[config.mk]
export PLATFORM = sky130hd
export DESIGN_NAME = gray_sweep_source
export DESIGN_NICKNAME = d
export VERILOG_FILES = /design/src/rtl/gray_pkg.sv /design/src/rtl/gray_sweep_source.sv
export SDC_FILE = /design/constraint.sdc
export NUM_CORES = 1
export LEC_CHECK = 0
export CAP_MARGIN = 20
export CORE_MARGIN = 4
export CORE_UTILIZATION = 46
export DETAILED_ROUTE_END_ITERATION = 8
export PLACE_DENSITY_LB_ADDON = 0.08
export SLEW_MARGIN = 20
export SYNTH_ARGS = -nofsm -noshare
export SYNTH_HDL_FRONTEND = slang
export SYNTH_SLANG_ARGS = --single-unit
[constraint.sdc]
create_clock -name clk -period 1.98 [get_ports clk]
set_input_delay 0.198 -clock clk [delete_from_list [all_inputs] [get_ports clk]]
set_output_delay 0.198 -clock clk [all_outputs]
set_load 0.01 [all_outputs]
[src/rtl/gray_pkg.sv]
// Shared types and helpers for the Gray-code sweep source.
package gray_pkg;

  localparam int GRAY_W = 4;

  typedef enum logic [1:0] {
    IDLE,
    RUN,
    DONE
  } sweep_state_t;

  // Binary to reflected-binary Gray conversion.
  function automatic logic [GRAY_W-1:0] bin2gray(input logic [GRAY_W-1:0] bin);
    return bin ^ (bin >> 1);
  endfunction

endpackage

[src/rtl/gray_sweep_source.sv]
// Gray-code stimulus source: walks a captured index range, presents each
// index as a Gray code over a valid/ready handshake, and optionally wraps.
module gray_sweep_source
  import gray_pkg::*;
#(
  parameter int WIDTH      = GRAY_W,
  parameter int DONE_PULSE = 1
) (
  input  logic             clk,
  input  logic             rst_n,
  input  logic             start,
  input  logic             stop,
  input  logic             dir,
  input  logic             wrap_en,
  input  logic [WIDTH-1:0] first_idx,
  input  logic [WIDTH-1:0] last_idx,
  output logic [WIDTH-1:0] g_out,
  output logic             out_valid,
  input  logic             out_ready,
  output logic             busy,
  output logic             done
);

  sweep_state_t     state;
  logic [WIDTH-1:0] idx;
  logic [WIDTH-1:0] idx_step;
  logic             cap_dir;
  logic             cap_wrap;
  logic [WIDTH-1:0] cap_first;
  logic [WIDTH-1:0] cap_last;

  // Neighbouring index in the captured direction; wraps modulo 2^WIDTH.
  always_comb begin
    idx_step = cap_dir ? idx + WIDTH'(1) : idx - WIDTH'(1);
  end

  // Sweep FSM, index counter and registered handshake outputs.
  always_ff @(posedge clk or negedge rst_n) begin
    if (!rst_n) begin
      state     <= IDLE;
      idx       <= '0;
      g_out     <= '0;
      out_valid <= 1'b0;
      busy      <= 1'b0;
      done      <= 1'b0;
      cap_dir   <= 1'b0;
      cap_wrap  <= 1'b0;
      cap_first <= '0;
      cap_last  <= '0;
    end else begin
      done <= 1'b0;
      case (state)
        IDLE: begin
          if (start && !stop) begin
            cap_dir   <= dir;
            cap_wrap  <= wrap_en;
            cap_first <= first_idx;
            cap_last  <= last_idx;
            idx       <= first_idx;
            g_out     <= bin2gray(first_idx);
            out_valid <= 1'b1;
            busy      <= 1'b1;
            state     <= RUN;
          end
        end
        RUN: begin
          if (stop) begin
            out_valid <= 1'b0;
            busy      <= 1'b0;
            state     <= IDLE;
          end else if (out_ready) begin
            if (idx == cap_last) begin
              if (cap_wrap) begin
                idx   <= cap_first;
                g_out <= bin2gray(cap_first);
              end else begin
                out_valid <= 1'b0;
                busy      <= 1'b0;
                done      <= (DONE_PULSE > 0);
                state     <= DONE;
              end
            end else begin
              idx   <= idx_step;
              g_out <= bin2gray(idx_step);
            end
          end
        end
        DONE: begin
          state <= IDLE;
        end
        default: begin
          state     <= IDLE;
          out_valid <= 1'b0;
          busy      <= 1'b0;
        end
      endcase
    end
  end

endmodule

==> qor.yml, run 1 <==
status: "finished clean"
crit_path_start_kind: "flip-flop"
skew_ps: 5.69
synthSimpleGateAreaFrac_pct: 11.0
fin_crit_ps: 1840
drive_gt1_share_pct: 22.4
setup_viol: 0
vias: 927
fmax_ghz: 0.542
worst_hold_path_type: "in2async"
ys_ff_latch: 21
yosys.area_share.xor_xnor_pct: 12.8
grt_antenna_before_repair: 0
yosysMostFrequentCell: "dfrtp_1"
die_h_um: 59.5
place.gp.congestion: 0.818
die_area_um2: 3540
io_buffers: 21
drt-vias-per-instance: 5.36
crit_arrival_ps: 2030
period_share_pct: 93.1
first_global_vias: 909
fin_util_pct: 62.2
syn-mean-instance-area_um2: 10.7
num_rows: 18
synth_cell_types: 32
grt_max_degree: 22
cts_buffers: 3
synthMuxAreaShare_pct: 9.84
wl_met3_um: 206
finalHoldViolCount: 0
critPathKind: "reg2reg"
dieWidth_um: 59.5
num-fill-cells: 222
synth_cells: 114
synth_top_cells_by_count: "dfrtp_1 (21), xnor2_1 (13), nand2_1 (11)"
rsz0062_at_grt: "yes"
synth_top_family_by_area: "compound AO/OA/AOI/OAI gates"
drc: 0
worst_pin_slew_ps: 464
h-tree-depth: 1
power.density_nw_per_um2: 1330
core_area_um2: 2500
clk_pin_slew_ps: 120
grt.total_usage_pct: 15.6
wl_met2_um: 1140
place_hpwl_um: 1800
synth_warnings: 0
p_leak_uw: 0.000677
nets: 162
clkSinkCount: 21
synth_top_area_share_pct: 43.0
synth.largest_area_cell: "dfrtp_1"
insertedDiodeCount: 0
postCtsHoldBufs: 0
area_growth_pct: 27.4
overflow: 0
ys_seq_area_share_pct: 43.0
drv_slew: 0
cp-end-kind: "flip-flop"
cts_tree: "built"
routed_wl_um: 2380
synth_area_leaders: "dfrtp_1 (43%), xnor2_1 (9.3%), mux2_2 (7.4%), o21ai_0 (3.7%), nand2_1 (3.4%)"
drt-met1-wl_um: 984
routedWlPerCell_um: 13.8
required_ps: 2170
slew_headroom_pct: 69.1
drv_cap: 0
syn_area_um2: 1220
dr.first_iter.drc_count: 38
grt_pass1_wl_um: 4100
synth_ff_type: "dfrtp_1"
synth_edf_count: 0
drt_pass1_iterations: 4
path_max_fanout: 4
cts_root_buf: "clkbuf_4"
synthAdderAreaFrac_pct: 3.69
ant_nets: 0
clock_latency_ps: 300
topRoutingLayerUsed: "met4"
synthesis.nets: 132
tns_ps: 0
pin_count: 22
async_flop_share_pct: 100
ir_drop_uv: 838
synth_compound_area_share_pct: 14.9
initial_core_util_pct: 48.8
cts_buffer_depth: 2
==> worst max-delay path, cell delays in order (launching register included) <==
cell and delay (ps):
dfrtp_2 450, fa_1 460, xnor2_2 160, xnor2_1 200
xnor2_1 100, a311oi_1 290, a21oi_1 70
==> timing repair <==
| action | CTS | global route |
|---|---|---|
| setup endpoints to repair | 0 | 7 |
| setup buffers | 0 | 1 |
| gates resized for setup | 0 | 5 |
==> path summary, 6_finish.rpt <==
check	startpoint	end	slack, ps	cells after the start
setup / recovery	idx[0]	g_out[2]	140	6
hold / removal	rst_n	done	220	2
setup reg to reg	idx[0]	g_out[2]	140	6
hold reg to reg	g_out[0]	g_out[0]	500	2
max in group asynchronous	rst_n	idx[0]	1530	2
min in group clk	dir	cap_dir	460	3
==> routing by layer <==
layer / GRT usage [%] / up-vias
met5: 0 / -
met4: 7.59 / 0
li1: - / 452
met2: 25.3 / 38
met3: 3.05 / 4
met1: 19.7 / 433
==> layout make-up <==
| class | instances | area [um^2] | area share [%] |
|---|---|---|---|
| multi-input combinational | 82 | 657 | 42.2 |
| sequential | 21 | 527 | 33.9 |
| timing repair buffer | 32 | 293 | 18.8 |
| tap | 30 | 37.5 | 2.41 |
| clock buffer | 4 | 26.3 | 1.69 |
| inverter | 4 | 15.0 | 0.965 |
==> where the power goes <==
group / leakage [uW] / switching [uW] / internal [uW]
Clock: 0.0000150 / 131 / 78.5
Combinational: 0.000411 / 538 / 642
Sequential: 0.000251 / 128 / 558
Total: 0.000677 / 797 / 1280
==> per-stage QoR <==
step / hold slack (ps) / power (uW) / instance area, um^2 / worst slack, ps / instances
after global routing: 228 / 2240 / 1560 / -18.1 / 173
after floorplan: -97.6 / 1460 / 1220 / 128 / 114
after global placement: 472 / 1770 / 1500 / 72.2 / 168
after CTS: 225 / 2030 / 1530 / 5.04 / 172
final: 223 / 2080 / 1560 / 136 / 173
after detailed placement: 485 / 1810 / 1500 / 24.0 / 168
==> layout by cell type, fill, tap and decap left out <==
master           netlist  layout
nand2b_1               1       1
dfrtp_2                0       1
dfrtp_1               21      20
nor3b_1                1       1
o211ai_1               1       1
a21o_1                 4       4
clkdlybuf4s50_1        0      21
o22ai_1                1       1
xnor2_1               13      12
nor2b_1                2       2
buf_4                  2      11
o311ai_0               1       1
mux2i_1                3       3
xnor2_2                1       2
a211oi_1               1       1
nand2_1               11      11
nor4b_4                1       1
o21ai_0                9       8
o21ai_1                0       1
o31ai_4                0       1
a21oi_2                2       3
clkbuf_1               2       1
nor3_1                 3       3
mux2_2                 8       8
a311oi_1               2       2
fa_1                   1       1
nor2_1                 4       4
ha_1                   2       2
clkbuf_4               0       3
a21oi_1                4       3
inv_1                  4       4
xor2_1                 3       3
a31o_2                 1       1
nand4_2                1       1
==> sequential cells by signal, indices dropped and copies added (netlist names) <==
signal,flops
g_out,4
idx,3
cap_wrap,1
done,1
state,2
cap_first,4
cap_last,4
busy,1
cap_dir,1
==> cell families (layout without fill, tap and decap cells) <==
logic type / after synthesis / in the layout
AO/OA/AOI/OAI: 27 / 27
flip-flops: 21 / 21
buffers and inverters: 11 / 40
AND/OR/NAND/NOR: 24 / 24
adder cells (fa/ha/maj): 3 / 3
XOR/XNOR: 17 / 17
multiplexers: 11 / 11
No activity file was read; power rests on OpenSTA's default activity.
==> run 2, diff against run 1 <==
--- a/config.mk
+++ b/config.mk
@@ -7,7 +7,7 @@
 export LEC_CHECK = 0
 export CAP_MARGIN = 20
 export CORE_MARGIN = 4
-export CORE_UTILIZATION = 46
+export CORE_UTILIZATION = 25
 export DETAILED_ROUTE_END_ITERATION = 8
 export PLACE_DENSITY_LB_ADDON = 0.08
 export SLEW_MARGIN = 20
==> run 2 against run 1 <==
Core utilization shrank 27 points. Combinational power is 6% higher. Cell area rose by 6.3%. Highest routed layer unchanged. Hold slack improved by 54 ps. Via count down 1.7%. Flip-flop and latch count unchanged. Sequential power shrank 3%.
==> qor.yml, run 2 (synthesis gave the netlist of run 1 again) <==
crit_path_start_kind: "flip-flop"
num_rows: 25  # +7
tns_ps: 0  # unchanged
multi_input_area_um2: 659  # +0.38%
regArea_um2: 526  # -0.24%
cp_top_family: "flip-flops"
reg2reg_depth: 8  # +2
h-tree-depth: 1  # unchanged
cts_buffer_depth: 2  # unchanged
routed_wl_um: 2730  # +15%
skew_ps: 2.09  # -3.60 ps
drt_pass1_iterations: 4  # unchanged
required_ps: 2110  # -60 ps
drt-vias-per-instance: 4.26  # -21%
pin_count: 22  # unchanged
period_share_pct: 95.6  # +2.4 points
drv_slew: 0  # unchanged
setup_viol: 0  # unchanged
r2r-start: "idx[0]"
p_leak_uw: 0.000707  # +4.4%
drv_cap: 0  # unchanged
power.density_nw_per_um2: 1330  # about the same
cp-end-kind: "flip-flop"
num-fill-cells: 476  # +110%
rrSetupSlack_ps: 90  # -50 ps
grt_pass1_wl_um: 4750  # +16%
slew_headroom_pct: 67.9  # -1.2 points
crit_end: "g_out[1]"
io_buffers: 21  # unchanged
cts_root_buf: "clkbuf_8"
grt_antenna_before_repair: 0  # unchanged
routedWlPerCell_um: 12.8  # -7.3%
ir_drop_uv: 464  # -45%
first_global_vias: 954  # +5.0%
dieWidth_um: 77.9  # +31%
drc: 0  # unchanged
fmax_ghz: 0.529  # -2.5%
die_h_um: 77.9  # +31%
vias: 911  # -1.7%
cts_buffers: 3  # unchanged
dr.first_iter.drc_count: 30  # -21%
critPathKind: "reg2reg"
mostFrequentLayoutCells: "dfrtp_1 (21), clkdlybuf4s50_1 (21), buf_4 (15)"
largestRegisters: "cap_first x4, cap_last x4, g_out x4"
clkSinkCount: 21  # unchanged
status: "finished clean"
path_max_fanout: 5  # +1
nets: 166  # +2.5%
crit_path_max_incr_delay_ps: 400  # -60 ps
drive_gt1_share_pct: 25.2  # +2.8 points
overflow: 0  # unchanged
cpMaxStageDelayCell: "dfrtp_1"
layoutNonFillerInstCount: 214  # +24%
insertedDiodeCount: 0  # unchanged
grt.total_usage_pct: 9.88  # -5.7 points
worst_pin_slew_ps: 482  # +18.3 ps
clk_pin_slew_ps: 80  # -40 ps
crit_start: "idx[0]"
cp.buffers_inverters: 2  # +2
ant_nets: 0  # unchanged
place.gp.congestion: 0.759  # -7.2%
worst_hold_path_type: "in2async"
area_growth_pct: 35.3
die_area_um2: 6070  # +71%
initial_core_util_pct: 25.9  # -23 points
dp_cells: 209  # +24%
cts_tree: "built"
fin_crit_ps: 1890  # +48.0 ps
core_area_um2: 4720  # +89%
path_depth: 8  # +2
clock_latency_ps: 260  # -40 ps
path_cells: "buf_4 > fa_2 > xnor2_2 > buf_4 > xor2_1 > mux2i_1 > o21ai_0 > o21ai_0"
r2r_end: "g_out[1]"
crit_arrival_ps: 2020  # about the same
place_hpwl_um: 2100  # +17%
grt_max_degree: 22  # unchanged
finalHoldViolCount: 0  # unchanged
-- run 2: report_power, final --
group	switching, uW	internal [uW]	total [uW]
combinational	566	679	1250
clock	151	140	291
sequential	110	558	668
-- run 2: worst min-delay path by stage --
stage             start  endpoint  slack [ps]  depth (start not counted)
2_1_floorplan     rst_n      busy        -100                          0
3_3_place_gp   g_out[0]  g_out[0]         470                          2
3_5_place_dp   g_out[0]  g_out[0]         510                          2
4_1_cts           rst_n      done         290                          2
5_1_grt           rst_n      busy         320                          2
6_report          rst_n      busy         280                          2
-- run 2: metal layers --
metal / vias to the layer above / wire (um) / track usage (%)
met5: - / 0 / 0
met4: 0 / 30 / 3.15
met3: 4 / 107 / 2.09
met2: 19 / 1290 / 15.4
met1: 428 / 1300 / 13.6
li1: 460 / - / -
-- run 2: layout make-up --
| class | instances | share of cell area, % |
|---|---|---|
| Clock inverter | 1 | 0.303 |
| Tap cell | 67 | 5.07 |
| Multi-Input combinational cell | 82 | 39.9 |
| Sequential cell | 21 | 31.8 |
| Timing Repair Buffer | 36 | 19.5 |
| Clock buffer | 3 | 2.50 |
| Inverter | 4 | 0.908 |
-- run 2: repair_timing --
item                                    in CTS  in global routing
endpoints found under the setup margin       3                  3
hold buffers                                 0                  0
gates resized for setup                      3                  1
buffers inserted                             0                  1
pin swaps                                    1                  0
-- run 2: metrics by stage --
step / worst slack, ps / instance area, um^2 / util, % / total power, uW / hold WS [ps]
floorplan: 128 / 1220 / - / 1460 / -97.6
global placement: -48.7 / 1580 / 33.4 / 1870 / 473
detailed placement: -50.1 / 1580 / 33.4 / 1870 / 505
CTS: 20.5 / 1640 / 34.8 / 2210 / 285
global route: -2.01 / 1650 / 35.0 / 2380 / 319
finish: 88.0 / 1650 / 35.0 / 2200 / 276
-- run 2: worst reg2reg max path: stages, from the launching register on --
cell and delay (ps):
dfrtp_1 400, buf_4 170, fa_2 400, xnor2_2 190
buf_4 140, xor2_1 140, mux2i_1 90, o21ai_0 130
o21ai_0 90
